===== config.mk =====
export PLATFORM = sky130hd
export DESIGN_NAME = display_mode_sequencer
export DESIGN_NICKNAME = d
export VERILOG_FILES = /design/src/rtl/display_pkg.sv /design/src/rtl/tick_prescaler.sv /design/src/rtl/display_mode_sequencer.sv
export SDC_FILE = /design/constraint.sdc
export NUM_CORES = 1
export LEC_CHECK = 0
export BUFFER_PORTS_ARGS = -buffer_cell sky130_fd_sc_hd__buf_2
export CAP_MARGIN = 20
export CORE_ASPECT_RATIO = 0.9
export CORE_MARGIN = 2
export CORE_UTILIZATION = 40
export CTS_CLUSTER_SIZE = 30
export DETAILED_ROUTE_END_ITERATION = 6
export PLACE_DENSITY = 0.62
export SYNTH_ARGS = -nofsm -noshare
export SYNTH_HDL_FRONTEND = slang
export SYNTH_HIERARCHICAL = 1
export SYNTH_SLANG_ARGS = --single-unit

===== constraint.sdc =====
create_clock -name CLK -period 8.1 [get_ports CLK]
set_input_delay 1.62 -clock CLK [delete_from_list [all_inputs] [get_ports CLK]]
set_output_delay 1.62 -clock CLK [all_outputs]
set_load 0.1 [all_outputs]

===== src/rtl/display_pkg.sv =====
// Shared display-path constants.
//   MODE_* : MASTER_CONTROL encodings (state register doubles as the output word)
//   FRAME_END_Y : scan line on which the frame tick is raised by the VGA blocks
package display_pkg;

    localparam logic [1:0] MODE_IDLE    = 2'b00;
    localparam logic [1:0] MODE_RUN     = 2'b01;
    localparam logic [1:0] MODE_PATTERN = 2'b10;
    localparam logic [1:0] MODE_DONE    = 2'b11;

    localparam int FRAME_END_Y = 480;

    typedef enum logic [1:0] {
        ST_IDLE    = MODE_IDLE,
        ST_RUN     = MODE_RUN,
        ST_PATTERN = MODE_PATTERN,
        ST_DONE    = MODE_DONE
    } mode_e;

endpackage


===== src/rtl/tick_prescaler.sv =====
// One-second tick generator.
//   CLK, RESET (sync, active-low)
//   clear  : forces the count to 0 (wins over enable)
//   enable : advance the count this cycle
//   tick   : high on the cycle the count sits at CLK_PER_SEC-1 while enabled
module tick_prescaler #(
    parameter int CLK_PER_SEC = 100_000_000
) (
    input  logic CLK,
    input  logic RESET,
    input  logic clear,
    input  logic enable,
    output logic tick
);

    localparam int W = $clog2(CLK_PER_SEC);
    localparam logic [W-1:0] TC = W'(CLK_PER_SEC - 1);

    logic [W-1:0] cnt;

    assign tick = enable & ~clear & (cnt == TC);

    always_ff @(posedge CLK) begin
        if (!RESET || clear)
            cnt <= '0;
        else if (enable)
            cnt <= (cnt == TC) ? '0 : cnt + 1'b1;
    end

endmodule


===== src/rtl/display_mode_sequencer.sv =====
// Display-path master controller: IDLE -> RUN -> PATTERN -> DONE.
//   CLK, RESET (sync, active-low)
//   START_PULSE, STOP_PULSE : single-cycle requests (STOP has priority)
//   FRAME_TICK              : level, high during the frame-end line
//   MASTER_CONTROL          : current mode word (00 idle, 01 run, 10 pattern, 11 done)
//   SECONDS                 : whole seconds elapsed in RUN
//   MODE_CHANGE             : one-cycle pulse after every state transition
module display_mode_sequencer
    import display_pkg::*;
#(
    parameter int CLK_PER_SEC    = 100_000_000,
    parameter int RUN_SECONDS    = 10,
    parameter int PATTERN_FRAMES = 600
) (
    input  logic       CLK,
    input  logic       RESET,
    input  logic       START_PULSE,
    input  logic       STOP_PULSE,
    input  logic       FRAME_TICK,
    output logic [1:0] MASTER_CONTROL,
    output logic [7:0] SECONDS,
    output logic       MODE_CHANGE
);

    localparam logic [7:0]  SEC_LAST = 8'(RUN_SECONDS - 1);
    localparam logic [15:0] FRM_LAST = 16'(PATTERN_FRAMES - 1);

    mode_e       state, state_nx;
    logic [7:0]  seconds;
    logic [15:0] frm_cnt;
    logic        frame_d;
    logic        frame_edge;
    logic        sec_tick;
    logic        sec_clr, sec_inc, frm_clr, frm_inc;
    logic        psc_clr;

    // One count per frame regardless of how long the tick level is held.
    assign frame_edge = FRAME_TICK & ~frame_d;

    // Prescaler only runs in RUN; any start/stop restarts it, so it is
    // always at 0 on entry to RUN.
    assign psc_clr = (state != ST_RUN) | START_PULSE | STOP_PULSE;

    tick_prescaler #(.CLK_PER_SEC(CLK_PER_SEC)) u_psc (
        .CLK    (CLK),
        .RESET  (RESET),
        .clear  (psc_clr),
        .enable (state == ST_RUN),
        .tick   (sec_tick)
    );

    always_comb begin
        state_nx = state;
        sec_clr  = 1'b0;
        sec_inc  = 1'b0;
        frm_clr  = 1'b0;
        frm_inc  = 1'b0;
        case (state)
            ST_IDLE: begin
                sec_clr = 1'b1;
                frm_clr = 1'b1;
                if (!STOP_PULSE && START_PULSE)
                    state_nx = ST_RUN;
            end
            ST_RUN: begin
                if (STOP_PULSE) begin
                    state_nx = ST_IDLE;
                    sec_clr  = 1'b1;
                    frm_clr  = 1'b1;
                end else if (START_PULSE) begin
                    sec_clr = 1'b1;  // restart in place, no transition
                end else if (sec_tick) begin
                    sec_inc = 1'b1;
                    if (seconds == SEC_LAST) begin
                        state_nx = ST_PATTERN;
                        frm_clr  = 1'b1;
                    end
                end
            end
            ST_PATTERN: begin
                if (STOP_PULSE) begin
                    state_nx = ST_IDLE;
                    sec_clr  = 1'b1;
                    frm_clr  = 1'b1;
                end else if (frame_edge) begin
                    frm_inc = 1'b1;
                    if (frm_cnt == FRM_LAST)
                        state_nx = ST_DONE;
                end
            end
            ST_DONE: begin
                if (STOP_PULSE || START_PULSE) begin
                    state_nx = STOP_PULSE ? ST_IDLE : ST_RUN;
                    sec_clr  = 1'b1;
                    frm_clr  = 1'b1;
                end
            end
            default: begin
                state_nx = ST_IDLE;
                sec_clr  = 1'b1;
                frm_clr  = 1'b1;
            end
        endcase
    end

    always_ff @(posedge CLK) begin
        if (!RESET) begin
            state       <= ST_IDLE;
            seconds     <= '0;
            frm_cnt     <= '0;
            frame_d     <= 1'b0;
            MODE_CHANGE <= 1'b0;
        end else begin
            state       <= state_nx;
            frame_d     <= FRAME_TICK;
            MODE_CHANGE <= (state_nx != state);
            if (sec_clr)      seconds <= '0;
            else if (sec_inc) seconds <= seconds + 8'd1;
            if (frm_clr)      frm_cnt <= '0;
            else if (frm_inc) frm_cnt <= frm_cnt + 16'd1;
        end
    end

    assign MASTER_CONTROL = state;
    assign SECONDS        = seconds;

endmodule


* After elaboration in Yosys (flattened, before gate mapping) *
Index checks and enable logic that the tools add are counted.

word-level totals
  output and inout bits = 11
  latch bits = 0
  memories kept = 0
  memory bits (read-only) = 0
  memory bits (writable) = 0
  register bits after elaboration = 55
  input port bits = 5

cells by class
  multipliers = 0
  reduce and logical (&&, ||, !) cells = 8
  muxes and demuxes = 29
  div/mod/pow operators = 0
  $add $sub $neg = 3
  shifts and indexed selects = 0
  equal/unequal tests = 8
  order comparisons = 0
  bitwise gates (word level) = 8

operators by type and width
  cell                   number
  $add 27x1->27 const B  1
  $eq 27x27->1 const B   1
  $mux 27                1
  $mux 2                 9
  $add 16x1->16 const B  1
  $eq 16x10->1 const B   1
  $mux 1                 16
  $add 8x1->8 const B    1
  $eq 8x4->1 const B     1
  $pmux 1 s4             2
  $pmux 2 s4             1
  $eq 2x2->1 const B     2
  $reduce_or 2->1        2
  $and 1x1->1            3
  $not 1->1              3
  $eq 2x1->1 const B     1
  $logic_not 1->1        2
  $logic_not 2->1        1
  $logic_or 1x1->1       2
  $ne 2x1->1 const B     1
  $ne 2x2->1             1
  $or 1x1->1             2
  $logic_and 1x1->1      1

* Depth between registers and ports, before layout *
Gate-level depths: netlist of the first run.

  depth after elaboration = 11
  mapped depth = 11

* Hierarchy *
The synthesis of the first run kept the hierarchy.

by module, submodules not included
  module                  cells each  sequential area each (um2)  area each (um2)  times used
  display_mode_sequencer  171         560.5                       1497.7           1
  tick_prescaler          165         540.5                       1475.2           1

* Worst setup path after synthesis of the first run *
Ideal clock, no wire load.

  path type = input to register
  from = in STOP_PULSE
  to = reg frm_cnt[0]
  data required time = 7.983 ns
  buffers on the path = 3
  data arrival time = 3.662 ns
  path slack = 4.321 ns
  setup time = 0.117 ns
  cell stages on the path = 10
  cell sequence = buf_6 nor4b_4 inv_1 nor3_1 buf_2 nor4bb_1 a31oi_1 o211ai_2 buf_2 nor2_1

between the ends
  longest elaborated chain between the ends = 9
  elaborated cells on any way between the ends = 14
  classes of those cells = mux (8); bitwise (4); reduce/logical (2)

RTL lines
  what                       line                           source
  start, declared            display_mode_sequencer.sv:18   input logic STOP_PULSE,
  $or 1x1->1                 display_mode_sequencer.sv:42   assign psc_clr = (state != ST_RUN) | START_PULSE | STOP_PULSE;
  named net psc_clr          display_mode_sequencer.sv:35   logic psc_clr;
  $not 1->1                  tick_prescaler.sv:21           assign tick = enable & ~clear & (cnt == TC);
  $and 1x1->1 (2 in series)  tick_prescaler.sv:21
  named net sec_tick         display_mode_sequencer.sv:33   logic sec_tick;
  $mux 1                     display_mode_sequencer.sv:72   end else if (sec_tick) begin
  $mux 1                     display_mode_sequencer.sv:70   end else if (START_PULSE) begin
  $mux 1                     display_mode_sequencer.sv:66   if (STOP_PULSE) begin
  $pmux 1 s4                 display_mode_sequencer.sv:58   case (state)
  $reduce_or 2->1 (no line)  --
  end signal, assigned       display_mode_sequencer.sv:120  else if (frm_inc) frm_cnt <= frm_cnt + 16'd1;
  end, declared              display_mode_sequencer.sv:30   logic [15:0] frm_cnt;

The timed path passes the listed nets, and every way through them passes these cells.
A chain may end at the register's enable or synchronous reset.

* Worst setup path in the final report of the first run *
  from = in STOP_PULSE
  to = reg frm_cnt[15]

The elaborated chain is that of the path after synthesis.

==> results of run 1 <==
## worst max-delay path by stage
stage | to | depth (start not counted)
after detailed placement | frm_cnt[15] | 8
after CTS | frm_cnt[15] | 8
after global placement | frm_cnt[15] | 8
after global routing | frm_cnt[15] | 8
final | frm_cnt[15] | 8
after floorplan | frm_cnt[0] | 10
## synth_stat cells (3+ instances only)
library cell | number | area, µm²
a21oi_1 | 21 | 105
a31oi_1 | 5 | 31.3
and2_1 | 8 | 50.1
and3_1 | 6 | 37.5
and4_1 | 7 | 61.3
buf_2 | 5 | 25.0
buf_4 | 4 | 30.0
dfxtp_1 | 55 | 1100
ha_1 | 4 | 50.1
inv_1 | 11 | 41.3
nand2_1 | 18 | 67.6
nand2b_1 | 4 | 25.0
nand3_1 | 17 | 85.1
nand4_1 | 14 | 87.6
nand4_2 | 3 | 37.5
nand4bb_1 | 3 | 33.8
nor2_1 | 29 | 109
nor2b_1 | 4 | 25.0
nor3_1 | 7 | 35.0
nor4b_1 | 4 | 35.0
nor4bb_1 | 3 | 30.0
o211ai_1 | 4 | 30.0
o21ai_0 | 11 | 55.1
o31ai_1 | 9 | 67.6
or3_1 | 9 | 56.3
or4_1 | 11 | 82.6
xnor2_1 | 10 | 87.6
xor2_1 | 13 | 114
## worst reg2reg max path: cells and delay by family, from the launching register on
family	cells	cell delay, ps
flip-flops	1	560
AO/OA/AOI/OAI	3	1040
AND/OR/NAND/NOR	5	2380
## sequential cells by signal, indices dropped and copies added, names as in the netlist
register / count
frame_d: 1
frm_cnt: 16
SECONDS: 8
MODE_CHANGE: 1
MASTER_CONTROL: 2
u_psc/cnt: 27
## metal layers
| metal | vias to the layer above | GRT usage, % | wire length, µm |
|---|---|---|---|
| met2 | 36 | 24.0 | 2800 |
| met4 | 0 | 4.48 | 33 |
| li1 | 1262 | - | - |
| met3 | 2 | 3.16 | 167 |
| met1 | 1197 | 23.2 | 3080 |
| met5 | - | 0 | 0 |
## cells by family after synthesis
family	count (synthesis)	synth area share (%)
flip-flops	55	37.0
AO/OA/AOI/OAI	60	12.8
XOR/XNOR	23	6.78
buffers and inverters	25	4.92
adder cells (fa/ha/maj)	4	1.68
multiplexers	2	0.673
AND/OR/NAND/NOR	167	36.1
## report_power, final
part | switching [mW] | total (mW) | internal, mW
Combinational | 0.00982 | 0.0145 | 0.00468
Clock | 0.0947 | 0.157 | 0.0621
Sequential | 0.00104 | 0.272 | 0.271
## cells in the final DEF, fill, tap and decap left out, types with 7 or more instances in the layout
cell type  netlist  layout
dfxtp_1         55      55
nor2_1          29      29
a21oi_1         21      21
nand2_1         18      18
nand3_1         17      17
buf_2            5      15
nand4_1         14      14
xor2_1          13      13
inv_1           11      11
o21ai_0         11      11
or4_1           11      11
xnor2_1         10      10
or3_1            9       9
o31ai_1          9       9
and2_1           8       8
nor3_1           7       7
and4_1           7       7
## cell type report
| type | count | area (µm²) |
|---|---|---|
| inverters | 11 | 41.3 |
| fillers | 730 | 3960 |
| repair buffers | 15 | 75.1 |
| flip-flops and latches | 55 | 1100 |
| well taps | 93 | 116 |
| clock buffers | 5 | 68.8 |
| clock inverters | 3 | 25.0 |
| multi-input cells | 256 | 1730 |
==> impl_metrics.env, run 1 <==
export IMPL_synth_area_mm2=0.00297
export IMPL_yosysWarnings=6
export IMPL_antennaDiodeCount=0
export IMPL_firstDrtPassIters=4
export IMPL_antenna_found_initial=0
export IMPL_antenna_left=0
export IMPL_viasPerCell=5.70
export IMPL_ys_seq_elements=55
export IMPL_hp_class="reg2reg"
export IMPL_whs_ps=496
export IMPL_numPortBuffers=15
export IMPL_max_freq_mhz=227
export IMPL_layout_drive_gt1_share_pct=12.5
export IMPL_synth_distinct_cells=57
export IMPL_rr_worst_depth=8
export IMPL_gp_congestion=0.778
export IMPL_slowest_stage="nor3_1"
export IMPL_min_to="u_psc/cnt[26]"
export IMPL_postCtsSetupBuffers=0
export IMPL_syn_inst=336
export IMPL_tritoncts="built"
export IMPL_die_area_mm2=0.00814
export IMPL_hold_viol_final=0
export IMPL_io_pins=16
export IMPL_yosys_most_used_dff="dfxtp_1"
export IMPL_rsz0062_at_grt="false"
export IMPL_avgRoutedWirePerCell_um=13.9
export IMPL_synth_edff_count=0
export IMPL_grt_overflow=0
export IMPL_fin_cells=438
export IMPL_grt_pass1_vias=2236
export IMPL_status="complete, no violations"
export IMPL_slew_headroom_pct=39.1
export IMPL_synth_seq_area_share_pct=37.0
export IMPL_cts_made_buffers=5
export IMPL_path_max_fanout=16
export IMPL_p_per_area_mw_per_mm2=141
export IMPL_die_x_um=94.9
export IMPL_drt_total_wl_um=6080
export IMPL_drtIter0Drc=133
export IMPL_worstPathRequired_ps=8310
export IMPL_crit_type="in2reg"
export IMPL_irDropWorstVdd_uv=63.3
export IMPL_grt_max_degree=20
export IMPL_maxSlewViolCount=0
export IMPL_async_flop_share_pct=0
export IMPL_placed_area_mm2=0.00306
export IMPL_critical_path_buf_inv_count=2
export IMPL_finalCritPeriodShare_pct=54.4
export IMPL_area_growth_pct=6.06
export IMPL_fin_skew_ps=7.95
export IMPL_final_util_pct=44.3
export IMPL_r2r_end="frm_cnt[15]"
export IMPL_worst_ep_arrival_time_ps=4620
export IMPL_place_inst=430
export IMPL_end_kind="flop"
export IMPL_grt_pass1_wl_um=10500
export IMPL_start_util_pct=41.8
export IMPL_layout_min_cycle_time_ps=4410
export IMPL_cap_violations=0
export IMPL_clock_latency_ps=310
export IMPL_cpPeakStageDelay_ps=710
export IMPL_drcViolationCount=0
export IMPL_r2r_slack_ps=4030
export IMPL_preCtsSetupSlack_ps=3320
export IMPL_hp_start="u_psc/cnt[26]"
export IMPL_cp_startpoint="STOP_PULSE"
export IMPL_setup_viol=0
export IMPL_clockBufferDepth=2
export IMPL_start_kind="input port"
export IMPL_min_path_cells=2
export IMPL_path_cells="buf_2, nor4b_4, inv_1, nor3_1, nor4bb_1, a31oi_1, o211ai_2, o21ba_2"
export IMPL_rows=29
export IMPL_clk_pin_slew_ps=100
export IMPL_root_buffer="clkbuf_8"
export IMPL_hpwl_um=4310
export IMPL_syn_nets=345
export IMPL_die_h_um=85.8
export IMPL_core_area_mm2=0.00711
export IMPL_layout_nets=353
export IMPL_cts_sinks=55
export IMPL_holdBufCountCts=0
export IMPL_timing_rr_start="MASTER_CONTROL[0]"
export IMPL_vias=2497
export IMPL_power_mw=0.443
export IMPL_cts_resized=0
export IMPL_fin_ws_ps=3690
export IMPL_fin_tns_setup_ps=0
export IMPL_grtUsageTotal_pct=15.9
export IMPL_critPathTopFamily="simple AND/OR/NAND/NOR gates"
export IMPL_syn_mean_instance_area_um2=8.85
export IMPL_cts_htree_levels=2
export IMPL_worstMarginPinSlew_ps=914
export IMPL_final_area_mm2=0.00315
export IMPL_p_leak_nw=0.975
Note: power is estimated with default switching activity, not from simulation.
==> inputs of run 2 (changes only) <==
--- a/config.mk
+++ b/config.mk
@@ -12,7 +12,7 @@
 export CORE_UTILIZATION = 40
 export CTS_CLUSTER_SIZE = 30
 export DETAILED_ROUTE_END_ITERATION = 6
-export PLACE_DENSITY = 0.62
+export PLACE_DENSITY = 0.64
 export SYNTH_ARGS = -nofsm -noshare
 export SYNTH_HDL_FRONTEND = slang
 export SYNTH_HIERARCHICAL = 1
==> constraint.sdc (replaced) <==
create_clock -name CLK -period 3.59 [get_ports CLK]
set_input_delay 0.718 -clock CLK [delete_from_list [all_inputs] [get_ports CLK]]
set_output_delay 0.718 -clock CLK [all_outputs]
set_load 0.1 [all_outputs]
==> impl_metrics.env, run 2 (synthesized netlist as in run 1, its figures left out) <==
export IMPL_hp_start="u_psc/cnt[26]"
export IMPL_cts_resized=0
export IMPL_clk_pin_slew_ps=100
export IMPL_worstMarginPinSlew_ps=857
export IMPL_hpwl_um=4360
export IMPL_clockBufferDepth=2
export IMPL_grt_overflow=0
export IMPL_layout_commonest_cell="dfxtp_1"
export IMPL_setup_viol=0
export IMPL_antennaDiodeCount=0
export IMPL_fin_skew_ps=9.32
export IMPL_root_buffer="clkbuf_8"
export IMPL_rr_worst_depth=10
export IMPL_whs_ps=499
export IMPL_final_area_mm2=0.00320
export IMPL_start_kind="flop"
export IMPL_end_kind="flop"
export IMPL_viasPerCell=5.55
export IMPL_r2r_slack_ps=520
export IMPL_antenna_left=0
export IMPL_rows=29
export IMPL_drcViolationCount=0
export IMPL_path_max_fanout=13
export IMPL_die_area_mm2=0.00814
export IMPL_core_area_mm2=0.00711
export IMPL_die_h_um=85.8
export IMPL_largest_register="u_psc/cnt"
export IMPL_cts_htree_levels=2
export IMPL_layout_drive_gt1_share_pct=14.0
export IMPL_power_mw=1.01
export IMPL_rsz0062_at_grt="false"
export IMPL_area_growth_pct=7.53
export IMPL_cp_startpoint="MASTER_CONTROL[0]"
export IMPL_drt_total_wl_um=6070
export IMPL_use_met2_pct=25.0
export IMPL_postCtsSetupBuffers=0
export IMPL_worst_ep_arrival_time_ps=3280
export IMPL_slew_headroom_pct=42.9
export IMPL_fin_tns_setup_ps=0
export IMPL_worstPathRequired_ps=3790
export IMPL_timing_rr_start="MASTER_CONTROL[0]"
export IMPL_avgRoutedWirePerCell_um=13.7
export IMPL_status="complete, no violations"
export IMPL_cap_violations=0
export IMPL_io_pins=16
export IMPL_placed_area_mm2=0.00310
export IMPL_tritoncts="built"
export IMPL_p_per_area_mw_per_mm2=317
export IMPL_groute_layer_met3_usage_pct=3.34
export IMPL_die_x_um=94.9
export IMPL_largest_register_ff_count=27
export IMPL_grt_pass1_vias=2390
export IMPL_fill_cells=716
export IMPL_p_leak_nw=1.00
export IMPL_numPortBuffers=15
export IMPL_place_inst=435
export IMPL_gp_congestion=0.774
export IMPL_layout_min_cycle_time_ps=3070
export IMPL_drtIter0Drc=125
export IMPL_hold_viol_final=0
export IMPL_grtUsageTotal_pct=16.2
export IMPL_vias=2460
export IMPL_grt_max_degree=20
export IMPL_max_freq_mhz=326
export IMPL_start_util_pct=41.8
export IMPL_final_util_pct=45.0
export IMPL_layout_nets=358
export IMPL_fin_ws_ps=518
export IMPL_grtUsageMet1_pct=22.5
export IMPL_antenna_found_initial=0
export IMPL_hp_class="reg2reg"
export IMPL_cts_sinks=55
export IMPL_crit_type="reg2reg"
export IMPL_irDropWorstVdd_uv=161
export IMPL_preCtsSetupSlack_ps=498
export IMPL_final_cell_mix="dfxtp_1 (54), nor2_1 (29), a21oi_1 (21), nand2_1 (18), nand3_1 (17)"
export IMPL_finalCritPeriodShare_pct=85.6
export IMPL_holdBufCountCts=0
export IMPL_min_path_cells=2
export IMPL_maxSlewViolCount=0
export IMPL_firstDrtPassIters=4
export IMPL_clock_latency_ps=310
export IMPL_cts_made_buffers=5
export IMPL_top_usage_layer="met2"
export IMPL_grt_pass1_wl_um=10700
export IMPL_fin_cells=443
## run 2: cell type report
cell class	count	area (µm²)	share of cell area, %
Multi-Input combinational cell	256	1730	54.0
Sequential cell	55	1100	34.5
Tap cell	93	116	3.64
Timing Repair Buffer	20	113	3.52
Clock buffer	6	82.6	2.58
Inverter	11	41.3	1.29
Clock inverter	2	16.3	0.509
## run 2: critical path, stage by stage (launching register included)
cell and delay [ps]:
dfxtp_2 450, nor2b_1 160, buf_4 150, and4_4 330, nand4_4 200, nor3_1 290
nor4bb_1 420, a31oi_1 180, o211ai_2 500, buf_4 240, nor2_1 40
## run 2: metal layers
layer | part of all wire [%] | up-vias | wire length, µm
li1 | - | 1270 | -
met1 | 50 | 1154 | 3030
met2 | 46 | 31 | 2810
met3 | 2.9 | 5 | 175
met4 | 0.91 | 0 | 55
met5 | 0 | - | 0
## run 2: path summary, 6_finish.rpt
check                  endpoint
hold / removal    u_psc/cnt[26]
hold reg to reg   u_psc/cnt[26]
setup reg to reg     frm_cnt[3]
setup / recovery     frm_cnt[3]
## run 2: report_power, final
| group | leakage (nW) | switching (mW) | internal (mW) |
|---|---|---|---|
| Combinational | 0.514 | 0.0223 | 0.0118 |
| Clock | 0.0474 | 0.207 | 0.158 |
| Sequential | 0.444 | 0.00224 | 0.612 |
==> inputs of run 3 (changes only) <==
--- a/config.mk
+++ b/config.mk
@@ -5,14 +5,15 @@
 export SDC_FILE = /design/constraint.sdc
 export NUM_CORES = 1
 export LEC_CHECK = 0
+export ABC_AREA = 1
 export BUFFER_PORTS_ARGS = -buffer_cell sky130_fd_sc_hd__buf_2
 export CAP_MARGIN = 20
 export CORE_ASPECT_RATIO = 0.9
 export CORE_MARGIN = 2
-export CORE_UTILIZATION = 40
+export CORE_UTILIZATION = 44
 export CTS_CLUSTER_SIZE = 30
 export DETAILED_ROUTE_END_ITERATION = 6
-export PLACE_DENSITY = 0.64
+export PLACE_DENSITY = 0.69
 export SYNTH_ARGS = -nofsm -noshare
 export SYNTH_HDL_FRONTEND = slang
 export SYNTH_HIERARCHICAL = 1
==> constraint.sdc (replaced) <==
create_clock -name CLK -period 2.8 [get_ports CLK]
set_input_delay 0.56 -clock CLK [delete_from_list [all_inputs] [get_ports CLK]]
set_output_delay 0.56 -clock CLK [all_outputs]
set_load 0.1 [all_outputs]
==> impl_metrics.env, run 3 <==
export IMPL_status="complete, no violations"
export IMPL_maxSlewViolCount=0
export IMPL_hp_class="in2reg"
export IMPL_yosysMostFrequentCell="nand2_1"
export IMPL_drcViolationCount=0
export IMPL_fin_cells=592
export IMPL_cts_sinks=55
export IMPL_worstMarginPinSlew_ps=520
export IMPL_final_cell_mix="nand2_1 (114), nor2_1 (95), inv_1 (61), dfxtp_1 (54), nand3_1 (23)"
export IMPL_placed_area_mm2=0.00339
export IMPL_drt_total_wl_um=6390
export IMPL_p_leak_nw=1.22
export IMPL_numPortBuffers=15
export IMPL_grt_max_degree=17
export IMPL_ys_seq_elements=55
export IMPL_clock_latency_ps=300
export IMPL_rows=29
export IMPL_use_met2_pct=27.3
export IMPL_yosys_top_cells_area="dfxtp_1 (34%), nand2_1 (13%), nor2_1 (11%)"
export IMPL_synth_xor_area_share_pct=3.80
export IMPL_io_pins=16
export IMPL_tritoncts="built"
export IMPL_slew_headroom_pct=65.1
export IMPL_gp_congestion=0.851
export IMPL_core_area_mm2=0.00708
export IMPL_root_buffer="clkbuf_8"
export IMPL_worst_ep_arrival_time_ps=2450
export IMPL_layout_commonest_cell="nand2_1"
export IMPL_irDropWorstVdd_uv=293
export IMPL_setup_viol=0
export IMPL_finalCritPeriodShare_pct=80.8
export IMPL_synth_seq_area_share_pct=34.1
export IMPL_rsz0062_at_grt="false"
export IMPL_synth_commonest_cells="nand2_1 (114), nor2_1 (95), inv_1 (61)"
export IMPL_hold_viol_final=0
export IMPL_avgRoutedWirePerCell_um=10.8
export IMPL_whs_ps=474
export IMPL_synth_area_mm2=0.00323
export IMPL_synth_top_family_by_area="simple AND/OR/NAND/NOR gates"
export IMPL_drtIter0Drc=122
export IMPL_yosys_area_share_simple_pct=46.8
export IMPL_die_area_mm2=0.00804
export IMPL_layout_min_cycle_time_ps=2260
export IMPL_firstDrtPassIters=4
export IMPL_worstPathRequired_ps=2990
export IMPL_path_max_fanout=16
export IMPL_cts_made_buffers=5
export IMPL_largest_register="u_psc/cnt"
export IMPL_antennaDiodeCount=0
export IMPL_fin_ws_ps=537
export IMPL_holdBufCountCts=0
export IMPL_start_kind="flop"
export IMPL_yosysWarnings=6
export IMPL_grt_overflow=0
export IMPL_synth_edff_count=0
export IMPL_hpwl_um=4860
export IMPL_syn_inst=481
export IMPL_power_mw=1.28
export IMPL_synth_compound_area_share_pct=4.22
export IMPL_synth_distinct_cells=39
export IMPL_viasPerCell=4.76
export IMPL_top_usage_layer="met2"
export IMPL_start_util_pct=45.6
export IMPL_groute_layer_met3_usage_pct=2.93
export IMPL_fin_skew_ps=4.10
export IMPL_yosys_most_used_dff="dfxtp_1"
export IMPL_max_freq_mhz=442
export IMPL_syn_mean_instance_area_um2=6.71
export IMPL_place_inst=585
export IMPL_die_h_um=85.3
export IMPL_largest_register_ff_count=27
export IMPL_yosys_area_top_type_share_pct=34.1
export IMPL_preCtsSetupSlack_ps=537
export IMPL_grt_pass1_wl_um=11100
export IMPL_cap_violations=0
export IMPL_regArea_mm2=0.00110
export IMPL_syn_nets=490
export IMPL_area_growth_pct=7.60
export IMPL_layout_drive_gt1_share_pct=13.8
export IMPL_die_x_um=94.3
export IMPL_p_per_area_mw_per_mm2=369
export IMPL_vias=2815
export IMPL_antenna_found_initial=0
export IMPL_synth_top_area_cell="dfxtp_1"
export IMPL_synth_area_mux_share_pct=0.310
export IMPL_grtUsageTotal_pct=16.8
export IMPL_clk_pin_slew_ps=90
export IMPL_layout_nets=508
export IMPL_postCtsSetupBuffers=0
export IMPL_crit_type="reg2reg"
export IMPL_cts_resized=0
export IMPL_fill_cells=722
export IMPL_multi_input_area_mm2=0.00183
export IMPL_grt_pass1_vias=2547
export IMPL_final_util_pct=49.1
export IMPL_final_area_mm2=0.00347
export IMPL_fin_tns_setup_ps=0
export IMPL_grtUsageMet1_pct=23.2
export IMPL_cts_htree_levels=2
export IMPL_clockBufferDepth=2
export IMPL_synthAdderAreaFrac_pct=1.55
export IMPL_async_flop_share_pct=0
export IMPL_antenna_left=0
export IMPL_end_kind="flop"
==> run 3: cell families after synthesis <==
logic type,after synthesis
AO/OA/AOI/OAI,23
XOR/XNOR,14
adder cells (fa/ha/maj),4
buffers and inverters,73
flip-flops,55
multiplexers,1
AND/OR/NAND/NOR,311
==> run 3: area by class of cell <==
cell class                 instances  area share [%]
multi-input combinational        353            52.7
sequential                        55            31.7
inverter                          68            7.35
tap                               93            3.35
clock buffer                       6            2.38
timing repair buffer              16            2.38
clock inverter                     1           0.144
==> run 3: final timing paths <==
path / startpoint / to / slack (ps) / cells after the start
setup reg to reg: u_psc/cnt[0] / frm_cnt[9] / 540 / 16
hold reg to reg: frm_cnt[1] / frm_cnt[1] / 490 / 2
setup / recovery: u_psc/cnt[0] / frm_cnt[9] / 540 / 16
hold / removal: FRAME_TICK / frame_d / 470 / 3
==> run 3: worst max-delay path, cell delays in order (launching register included) <==
cell	delay [ps]
dfxtp_1	390
ha_1	210
nand2_1	100
nor2_2	120
nand2_2	90
inv_2	60
nand2_2	60
nor2_4	120
inv_1	50
nor2_1	200
nand2_1	90
nor2_1	110
nand4_1	120
nand2_1	80
nand2_1	80
nand2_4	200
nor3_1	90
==> run 3: layer usage <==
metal,vias to the layer above,wire (µm)
met4,0,38
met3,2,135
met1,1247,3300
li1,1540,-
met5,-,0
met2,26,2910
==> run 3: report_power, final <==
group	internal (mW)	total, mW	switching [mW]
Combinational	0.0137	0.0561	0.0424
Clock	0.195	0.439	0.244
Sequential	0.784	0.785	0.00108
Total	0.993	1.28	0.287
